## src/rtl/atmos_light_est.sv

```systemverilog
// rtl/atmos_light_est.sv - per-frame atmospheric-light estimator for the dehaze pipeline
//
// Watches the camera stream and, within each frame, keeps the pixel with the
// largest dark channel min(R,G,B). When the frame ends, it publishes the
// atmospheric light A. A can optionally be IIR-smoothed across frames.
//
// Ports:
//   clk             pixel clock
//   rst_n           asynchronous active-low reset
//   pre_frame_vsync high for the duration of a frame
//   pre_frame_href  high during an active line
//   pre_frame_clken pixel qualifier
//   pre_img         {R[23:16], G[15:8], B[7:0]}
//   atmos_light     current A estimate
//   atmos_rgb       RGB of the max-dark-channel pixel of the last good frame
//   atmos_valid     one-cycle pulse per completed frame (good or bad)
//   frame_err       last frame failed the geometry check; held until the next update
module atmos_light_est #(
    parameter int IMG_HDISP    = 640,
    parameter int IMG_VDISP    = 480,
    parameter int A_INIT       = 220,
    parameter int A_MAX        = 240,
    parameter int SMOOTH_SHIFT = 0
) (
    input  logic        clk,
    input  logic        rst_n,
    input  logic        pre_frame_vsync,
    input  logic        pre_frame_href,
    input  logic        pre_frame_clken,
    input  logic [23:0] pre_img,
    output logic [7:0]  atmos_light,
    output logic [23:0] atmos_rgb,
    output logic        atmos_valid,
    output logic        frame_err
);

    localparam logic [7:0]  A_INIT_L = 8'(A_INIT);
    localparam logic [7:0]  A_MAX_L  = 8'(A_MAX);
    localparam logic [15:0] HDISP_L  = 16'(IMG_HDISP);
    localparam logic [15:0] VDISP_L  = 16'(IMG_VDISP);

    typedef enum logic [1:0] {S_IDLE, S_ACTIVE, S_UPDATE} state_t;

    state_t      state, next_state;
    logic        vsync_d1, href_d1;
    logic        vsync_rise, vsync_fall;
    logic        clear_frame, pix_accept, line_end, do_update;

    logic [7:0]  max_dark;
    logic [23:0] cand_rgb;
    logic [15:0] col_cnt, line_cnt;
    logic        line_err, any_pix, have_good;

    function automatic logic [7:0] min3(input logic [23:0] p);
        logic [7:0] m;
        m = (p[23:16] < p[15:8]) ? p[23:16] : p[15:8];
        return (m < p[7:0]) ? m : p[7:0];
    endfunction

    function automatic logic [7:0] max3(input logic [23:0] p);
        logic [7:0] m;
        m = (p[23:16] > p[15:8]) ? p[23:16] : p[15:8];
        return (m > p[7:0]) ? m : p[7:0];
    endfunction

    assign vsync_rise = pre_frame_vsync & ~vsync_d1;
    assign vsync_fall = ~pre_frame_vsync & vsync_d1;

    // State register
    always_ff @(posedge clk or negedge rst_n) begin
        if (!rst_n) state <= S_IDLE;
        else        state <= next_state;
    end

    // Next-state logic; a fall seen in IDLE is simply ignored
    always_comb begin
        next_state = state;
        case (state)
            S_IDLE:   if (vsync_rise) next_state = S_ACTIVE;
            S_ACTIVE: if (vsync_fall) next_state = S_UPDATE;
            S_UPDATE: next_state = S_IDLE;
            default:  next_state = S_IDLE;
        endcase
    end

    // FSM control outputs. A pixel in the rise cycle arrives while still in IDLE,
    // so it is dropped and shows up later as a short line.
    always_comb begin
        clear_frame = 1'b0;
        pix_accept  = 1'b0;
        line_end    = 1'b0;
        do_update   = 1'b0;
        case (state)
            S_IDLE:   clear_frame = vsync_rise;
            S_ACTIVE: begin
                pix_accept = pre_frame_vsync & pre_frame_href & pre_frame_clken;
                line_end   = href_d1 & ~pre_frame_href;
            end
            S_UPDATE: do_update = 1'b1;
            default:  ;
        endcase
    end

    // Frame verdict and candidate A
    logic              frame_bad;
    logic [7:0]        cand_max, a_frame, a_smooth, a_next;
    logic signed [8:0] a_diff, a_step;

    always_comb begin
        frame_bad = line_err | (line_cnt != VDISP_L) | ~any_pix;
        cand_max  = max3(cand_rgb);
        a_frame   = (cand_max > A_MAX_L) ? A_MAX_L : cand_max;
        a_diff    = $signed({1'b0, a_frame}) - $signed({1'b0, atmos_light});
        a_step    = a_diff >>> SMOOTH_SHIFT;
        // The result always lies between A and Af, so 8-bit wraparound is exact
        a_smooth  = atmos_light + a_step[7:0];
        a_next    = (!have_good || SMOOTH_SHIFT == 0) ? a_frame : a_smooth;
    end

    // Datapath. vsync_d1 resets high so a frame already running at release is skipped.
    always_ff @(posedge clk or negedge rst_n) begin
        if (!rst_n) begin
            vsync_d1    <= 1'b1;
            href_d1     <= 1'b0;
            max_dark    <= 8'd0;
            cand_rgb    <= 24'd0;
            col_cnt     <= 16'd0;
            line_cnt    <= 16'd0;
            line_err    <= 1'b0;
            any_pix     <= 1'b0;
            have_good   <= 1'b0;
            atmos_light <= A_INIT_L;
            atmos_rgb   <= 24'd0;
            atmos_valid <= 1'b0;
            frame_err   <= 1'b0;
        end else begin
            vsync_d1    <= pre_frame_vsync;
            href_d1     <= pre_frame_href;
            atmos_valid <= do_update;

            if (clear_frame) begin
                max_dark <= 8'd0;
                cand_rgb <= 24'd0;
                col_cnt  <= 16'd0;
                line_cnt <= 16'd0;
                line_err <= 1'b0;
                any_pix  <= 1'b0;
            end

            if (pix_accept) begin
                any_pix <= 1'b1;
                if (col_cnt != 16'hFFFF) col_cnt <= col_cnt + 16'd1;
                // Strict compare so ties keep the earliest pixel
                if (min3(pre_img) > max_dark) begin
                    max_dark <= min3(pre_img);
                    cand_rgb <= pre_img;
                end
            end

            if (line_end) begin
                if (col_cnt != HDISP_L) line_err <= 1'b1;
                if (line_cnt != 16'hFFFF) line_cnt <= line_cnt + 16'd1;
                col_cnt <= 16'd0;
            end

            if (do_update) begin
                frame_err <= frame_bad;
                if (!frame_bad) begin
                    atmos_rgb   <= cand_rgb;
                    atmos_light <= a_next;
                    have_good   <= 1'b1;
                end
            end
        end
    end

endmodule

```

## config.mk

```make
export PLATFORM = sky130hd
export DESIGN_NAME = atmos_light_est
export DESIGN_NICKNAME = d
export VERILOG_FILES = /design/src/rtl/atmos_light_est.sv
export SDC_FILE = /design/constraint.sdc
export NUM_CORES = 1
export LEC_CHECK = 0
export ABC_AREA = 1
export CAP_MARGIN = 5
export CORE_MARGIN = 5
export CORE_UTILIZATION = 58
export DETAILED_ROUTE_END_ITERATION = 6
export PLACE_DENSITY = 0.84
export SLEW_MARGIN = 30
export SYNTH_ARGS = -nofsm -noshare
export SYNTH_HDL_FRONTEND = slang
export SYNTH_SLANG_ARGS = --single-unit
```

## constraint.sdc

```tcl
create_clock -name clk -period 3.86 [get_ports clk]
set_input_delay 0.386 -clock clk [delete_from_list [all_inputs] [get_ports clk]]
set_output_delay 0.386 -clock clk [all_outputs]
set_load 0.01 [all_outputs]
```

After elaboration in Yosys (flattened, before gate mapping)
Cells that the tools add are included.
{"block": "op_classes", "bitwise_logic": 12, "order_cmp": 6, "n_eq_ne": 8, "add_sub_neg": 2, "n_reduce_logical": 4, "mux": 30}
{"operator": "$mux W16", "count": 7}
{"operator": "$mux W24", "count": 3}
{"operator": "$mux W8", "count": 8}
{"operator": "$add A16 B1 Y16 const B", "count": 2}
{"operator": "$ne A16 B16 Y1 const B", "count": 2}
{"operator": "$gt A8 B8 Y1", "count": 3}
{"operator": "$lt A8 B8 Y1", "count": 2}
{"operator": "$ne A16 B10 Y1 const B", "count": 1}
{"operator": "$ne A16 B9 Y1 const B", "count": 1}
{"operator": "$mux W1", "count": 9}
{"operator": "$gt A8 B8 Y1 const B", "count": 1}
{"operator": "$and A1 B1 Y1", "count": 5}
{"operator": "$not A1 Y1", "count": 5}
{"operator": "$mux W2", "count": 2}
{"operator": "$ne A2 B2 Y1 const B", "count": 2}
{"operator": "$pmux W2 S2", "count": 1}
{"operator": "$reduce_and A2 Y1", "count": 2}
{"operator": "$eq A2 B1 Y1 const B", "count": 1}
{"operator": "$eq A2 B2 Y1 const B", "count": 1}
{"operator": "$logic_not A2 Y1", "count": 1}
{"operator": "$or A1 B1 Y1", "count": 2}
{"operator": "$reduce_bool A2 Y1", "count": 1}
{"block": "totals", "inputBits": 29, "ff_bits": 104}

Depth between registers and ports, before layout
{"block": "depth", "depth_word": 7, "ltp_mapped": 30}

Worst setup path before layout
Ideal clock, no wire load.
{"block": "synth_timing", "path_type": "input to register", "from": "input port pre_img[15]", "to": "register max_dark[0]", "required_time_ps": 3794, "path_buffers": 2, "setup_slack_ps": -253, "cell_stages": 23, "setup_ps": 66, "arrival_time_ps": 4047, "path_cell_list": "inv_1 -> ha_1 -> nand2_1 -> inv_1 -> nor2_1 -> o21a_1 -> nand2_2 -> buf_2 -> o21ai_0 -> ha_1 -> a21oi_1 -> nor2_1 -> a211oi_2 -> nand3_1 -> and2_1 -> ha_1 -> nand2_1 -> o41ai_1 -> inv_1 -> nand2_1 -> clkbuf_1 -> nand3_1 -> nand2_1"}
{"block": "synth_between", "elab_chain_len": 7}
{"element": "start, declared", "line": "30", "source": "input logic [23:0] pre_img,"}
{"element": "$lt A8 B8 Y1", "line": "56", "source": "m = (p[23:16] < p[15:8]) ? p[23:16] : p[15:8];"}
{"element": "$mux W8 *", "line": "56"}
{"element": "$lt A8 B8 Y1", "line": "57", "source": "return (m < p[7:0]) ? m : p[7:0];"}
{"element": "$mux W8 *", "line": "57"}
{"element": "$gt A8 B8 Y1", "line": "154", "source": "if (min3(pre_img) > max_dark) begin"}
{"element": "$mux W8 *", "line": "154"}
{"element": "$mux W8 *", "line": "150", "source": "if (pix_accept) begin"}
{"element": "end signal, assigned", "line": "155", "source": "max_dark <= min3(pre_img);"}
{"element": "end, declared", "line": "49", "source": "logic [7:0] max_dark;"}
Mark *: on every way between the ends. The rest lies on a longest branch, timed or not.
A chain may end at the register's enable or synchronous reset.

Worst setup path after layout
{"block": "layout_timing", "from": "input port pre_img[14]", "to": "register cand_rgb[10]"}
{"block": "layout_between", "elab_chain_len": 7}
{"element": "$lt A8 B8 Y1", "line": "56"}
{"element": "$mux W8 *", "line": "56"}
{"element": "$lt A8 B8 Y1", "line": "57"}
{"element": "$mux W8 *", "line": "57"}
{"element": "$gt A8 B8 Y1 *", "line": "154"}
{"element": "$mux W24 *", "line": "154"}
{"element": "$mux W24 *", "line": "150"}
{"element": "end signal, assigned", "line": "156", "source": "cand_rgb <= pre_img;"}
{"element": "end, declared", "line": "50", "source": "logic [23:0] cand_rgb;"}
Marked as above.

==> impl_metrics.yaml <==
status:
  outcome: "finished, violations left"
  violations_in_the_final_reports: "setup timing"
worst_hold_path:
  hp-class: "in -> async"
yosys:
  synthesis.area_per_instance_um2: 8.08
  synth_enable_flop_cells: 0
  asyncSetResetFlopFracSynth_pct: 100
  yosys.area.top_type_share_pct: 39.9
  yosys_register_bits: 104
  synth_common_cells: "nand2_1 (146), inv_1 (114), dfrtp_1 (98)"
  synth_sequential_area_ratio_pct: 42.5
  ys_types: 51
  ys.warnings.count: 0
  synthFlopType: "dfrtp_1"
  synth.most_common_cell: "nand2_1"
  synth_area_leaders: "dfrtp_1 (40%), nand2_1 (8.9%), ha_1 (8.6%), inv_1 (7.0%), nand3_1 (6.4%)"
  mapped_nets: 832
  netlist_area_um2: 6150
  postSynthCellCount: 761
  synth_largest_area_cell: "dfrtp_1"
clocking:
  clockBufferDepth: 2
  cts-hold-fix-buffers: 0
  clock_sink_count: 104
  tritoncts: "yes"
  path_clk_slew_ns: 0.10
  clk_latency_ns: 0.38
  htreeDepth: 3
  numCtsBuffers: 9
  cts-root-buf: "clkbuf_8"
global_route:
  grt_max_degree: 76
  wire_length_of_the_first_global_routing_pass_um: 25700
  grt_overflow_total: 0
  grt_pass1_vias: 5547
  number_of_antenna_violations_at_the_first_check_in_global_routing: 1
  grt_usage_pct: 24.4
routing:
  num_vias: 5965
  wirelength_um: 17800
  dr.first_iter.drc_count: 669
  number_of_detailed_routing_iterations_run_before_antenna_repair: 5
  detail-route-antenna-nets: 0
  wire_per_inst_um: 17.8
  post-route-drc-count: 0
  post_drt_via_cell_ratio: 5.97
placed_design:
  placement.io_buffers: 62
  detailed_place.area_um2: 7110
  dpl.hpwl_um: 10900
  routability_driven_placement_congestion_ratio: 0.967
  place_ws_ns: -0.749
sta:
  finalSetupViolCount: 32
  period_needed_ns: 4.06
  slew_violations: 0
  timing.final.hold_violations: 0
  final.setup.worst_slack_ns: -0.203
  timing_worst_slew_pin_value_ns: 0.940
  final.setup_skew_ns: 0.0183
  post-route-period-util_pct: 105
  max-slew-margin-rel_pct: 37.2
  max_clock_freq_mhz: 246
critical_path:
  required_worst_endpoint_ns: 4.15
  timing.critical_path.from: "pre_img[14]"
  crit_path_max_fanout: 8
  worst_setup_path_start_kind: "input pin"
  setup.worst_path.end: "cand_rgb[10]"
  worst_r2r_endpoint: "atmos_light[1]"
  timing_worst_setup_path_type: "in -> reg"
  rr_startpoint: "cand_rgb[9]"
  arrival_time_of_data_at_the_critical_path_endpoint_ns: 4.35
  ff2ff_setup_slack_ns: 0.21
  kind_of_capture_point_of_the_worst_setup_path: "flop"
  timing.reg2reg.worst_path_depth: 22
final_layout:
  drive_above_1_share_pct: 21.3
  area.growth.synth_to_final_pct: 28.3
  ff_latch_area_um2: 2610
  layout.nets: 929
  fillCellCount: 649
  final_area_um2: 7890
  multi_input_area_um2: 3430
floorplan:
  floorplan.initialDensity_pct: 59.5
  design.core.area_um2: 10300
  die_h_um: 113
  ioPinCount: 63
  core.rowCount: 37
  die_width_um: 113
  fp.dieArea_um2: 12800
power_and_ir_drop:
  share_seq_of_total_power_pct: 28.4
  combinationalPowerShare_pct: 57.2
  power_density_nw_per_um2: 570
  netSwitchingPower_mw: 2.09
  cellLeakagePower_nw: 3.72
  internal_cell_power_mw: 2.41
  p_sw_share_pct: 46.5
  clock_power_share_pct: 14.4
  irDropWorstVdd_mv: 0.573
job:
  cap_violations: 0
-- timing repair --
action / in CTS / in global routing
gates resized for setup: 47 / 96
gates cloned: 6 / 0
setup endpoints to repair: 32 / 36
buffers inserted: 6 / 3
pin swaps: 21 / 26
-- layout by cell type, fill, tap and decap left out, types with 5 or more instances in the layout --
| master | count |
|---|---|
| dlymetal6s2s_1 | 6 |
| a211oi_1 | 6 |
| nand2_4 | 12 |
| nand2_2 | 19 |
| dfstp_2 | 6 |
| nor2_2 | 6 |
| nor2_1 | 39 |
| ha_1 | 29 |
| inv_2 | 15 |
| ha_4 | 11 |
| clkdlybuf4s50_1 | 45 |
| and2_4 | 5 |
| buf_4 | 30 |
| inv_1 | 108 |
| o21ai_1 | 29 |
| nand4_1 | 10 |
| buf_6 | 8 |
| nand3_2 | 8 |
| nand3_1 | 73 |
| nor3_1 | 10 |
| a21oi_1 | 23 |
| and2_1 | 9 |
| o21ai_0 | 38 |
| nand2_1 | 126 |
| dfrtp_1 | 98 |
| clkbuf_8 | 10 |
-- registers in the layout, indices dropped and copies added (netlist names), 2 cells and up --
register,flops
atmos_rgb,24
cand_rgb,24
col_cnt,16
line_cnt,16
atmos_light,8
max_dark,8
state,2
-- power groups by stage --
| stage | Sequential, mW | Combinational (mW) | Clock (mW) |
|---|---|---|---|
| detailed placement | 1.29 | 2.14 | 0 |
| global placement | 1.28 | 2.00 | 0 |
| floorplan | 1.26 | 1.69 | 0 |
| finish | 1.28 | 2.57 | 0.648 |
| CTS | 1.27 | 2.21 | 0.635 |
| global route | 1.29 | 2.83 | 0.694 |
-- worst min path at each step --
stage / endpoint / slack, ns / startpoint / cells past startpoint
6_report: atmos_rgb[11] / 0.01 / rst_n / 1
5_1_grt: line_cnt[0] / 0.07 / rst_n / 1
4_1_cts: atmos_rgb[17] / 0.17 / rst_n / 1
3_5_place_dp: atmos_light[2] / 0.47 / atmos_light[2] / 2
3_3_place_gp: any_pix / 0.46 / any_pix / 2
2_1_floorplan: any_pix / 0.09 / rst_n / 0
-- through the flow --
stage / power, mW / cells / TNS (ns) / hold slack (ns) / util [%]
finish: 4.50 / 1000 / -3.81 / 0.0122 / 76.4
floorplan: 2.96 / 761 / 0 / 0.0904 / -
detailed placement: 3.43 / 969 / -22.73 / 0.467 / 68.9
global placement: 3.28 / 969 / -17.53 / 0.456 / 68.9
global route: 4.80 / 1000 / -7.18 / 0.0725 / 76.4
CTS: 4.11 / 997 / 0 / 0.167 / 72.9
-- cells by family (layout without fill, tap and decap cells) --
kind of cell	after synthesis	after routing	share of synthesized area, %
AO/OA/AOI/OAI	132	132	12.7
buffers and inverters	144	244	9.02
AND/OR/NAND/NOR	337	339	27.0
other	0	1	0
flip-flops	104	104	42.5
adder cells (fa/ha/maj)	42	42	8.55
XOR/XNOR	2	2	0.285
-- per-layer routing --
metal | global-route usage, % | up-vias | wire (um)
li1 | - | 2705 | -
met1 | 31.8 | 2806 | 7130
met2 | 40.6 | 357 | 8470
met3 | 4.65 | 97 | 1320
met4 | 9.29 | 0 | 925
met5 | 0 | - | 0
-- worst max-delay path, stage by stage --
cell	delay [ns]
dlygate4sd2_1	0.25
inv_2	0.08
ha_4	0.16
nand2_1	0.07
inv_1	0.06
nor2_2	0.10
o21a_4	0.20
nand2_8	0.10
o21ai_4	0.21
ha_4	0.24
a21oi_4	0.17
nor2_4	0.05
a211oi_4	0.26
buf_6	0.17
buf_6	0.12
nand2_8	0.09
nand2_1	0.10
and2_1	0.16
ha_1	0.17
nand2_2	0.09
o41ai_2	0.35
inv_1	0.13
nand2_4	0.16
buf_12	0.12
buf_12	0.10
nand3_2	0.08
o21ai_1	0.17
-- final cells by class --
cell class              instances  area share, %
clock inverters                 4          0.381
diodes                          1         0.0317
clock buffers                  12           1.84
well taps                     136           2.16
multi-input cells             515           43.5
flip-flops and latches        104           33.1
inverters                     124           5.90
repair buffers                104           13.1
Power figures use the tool's default switching activity.
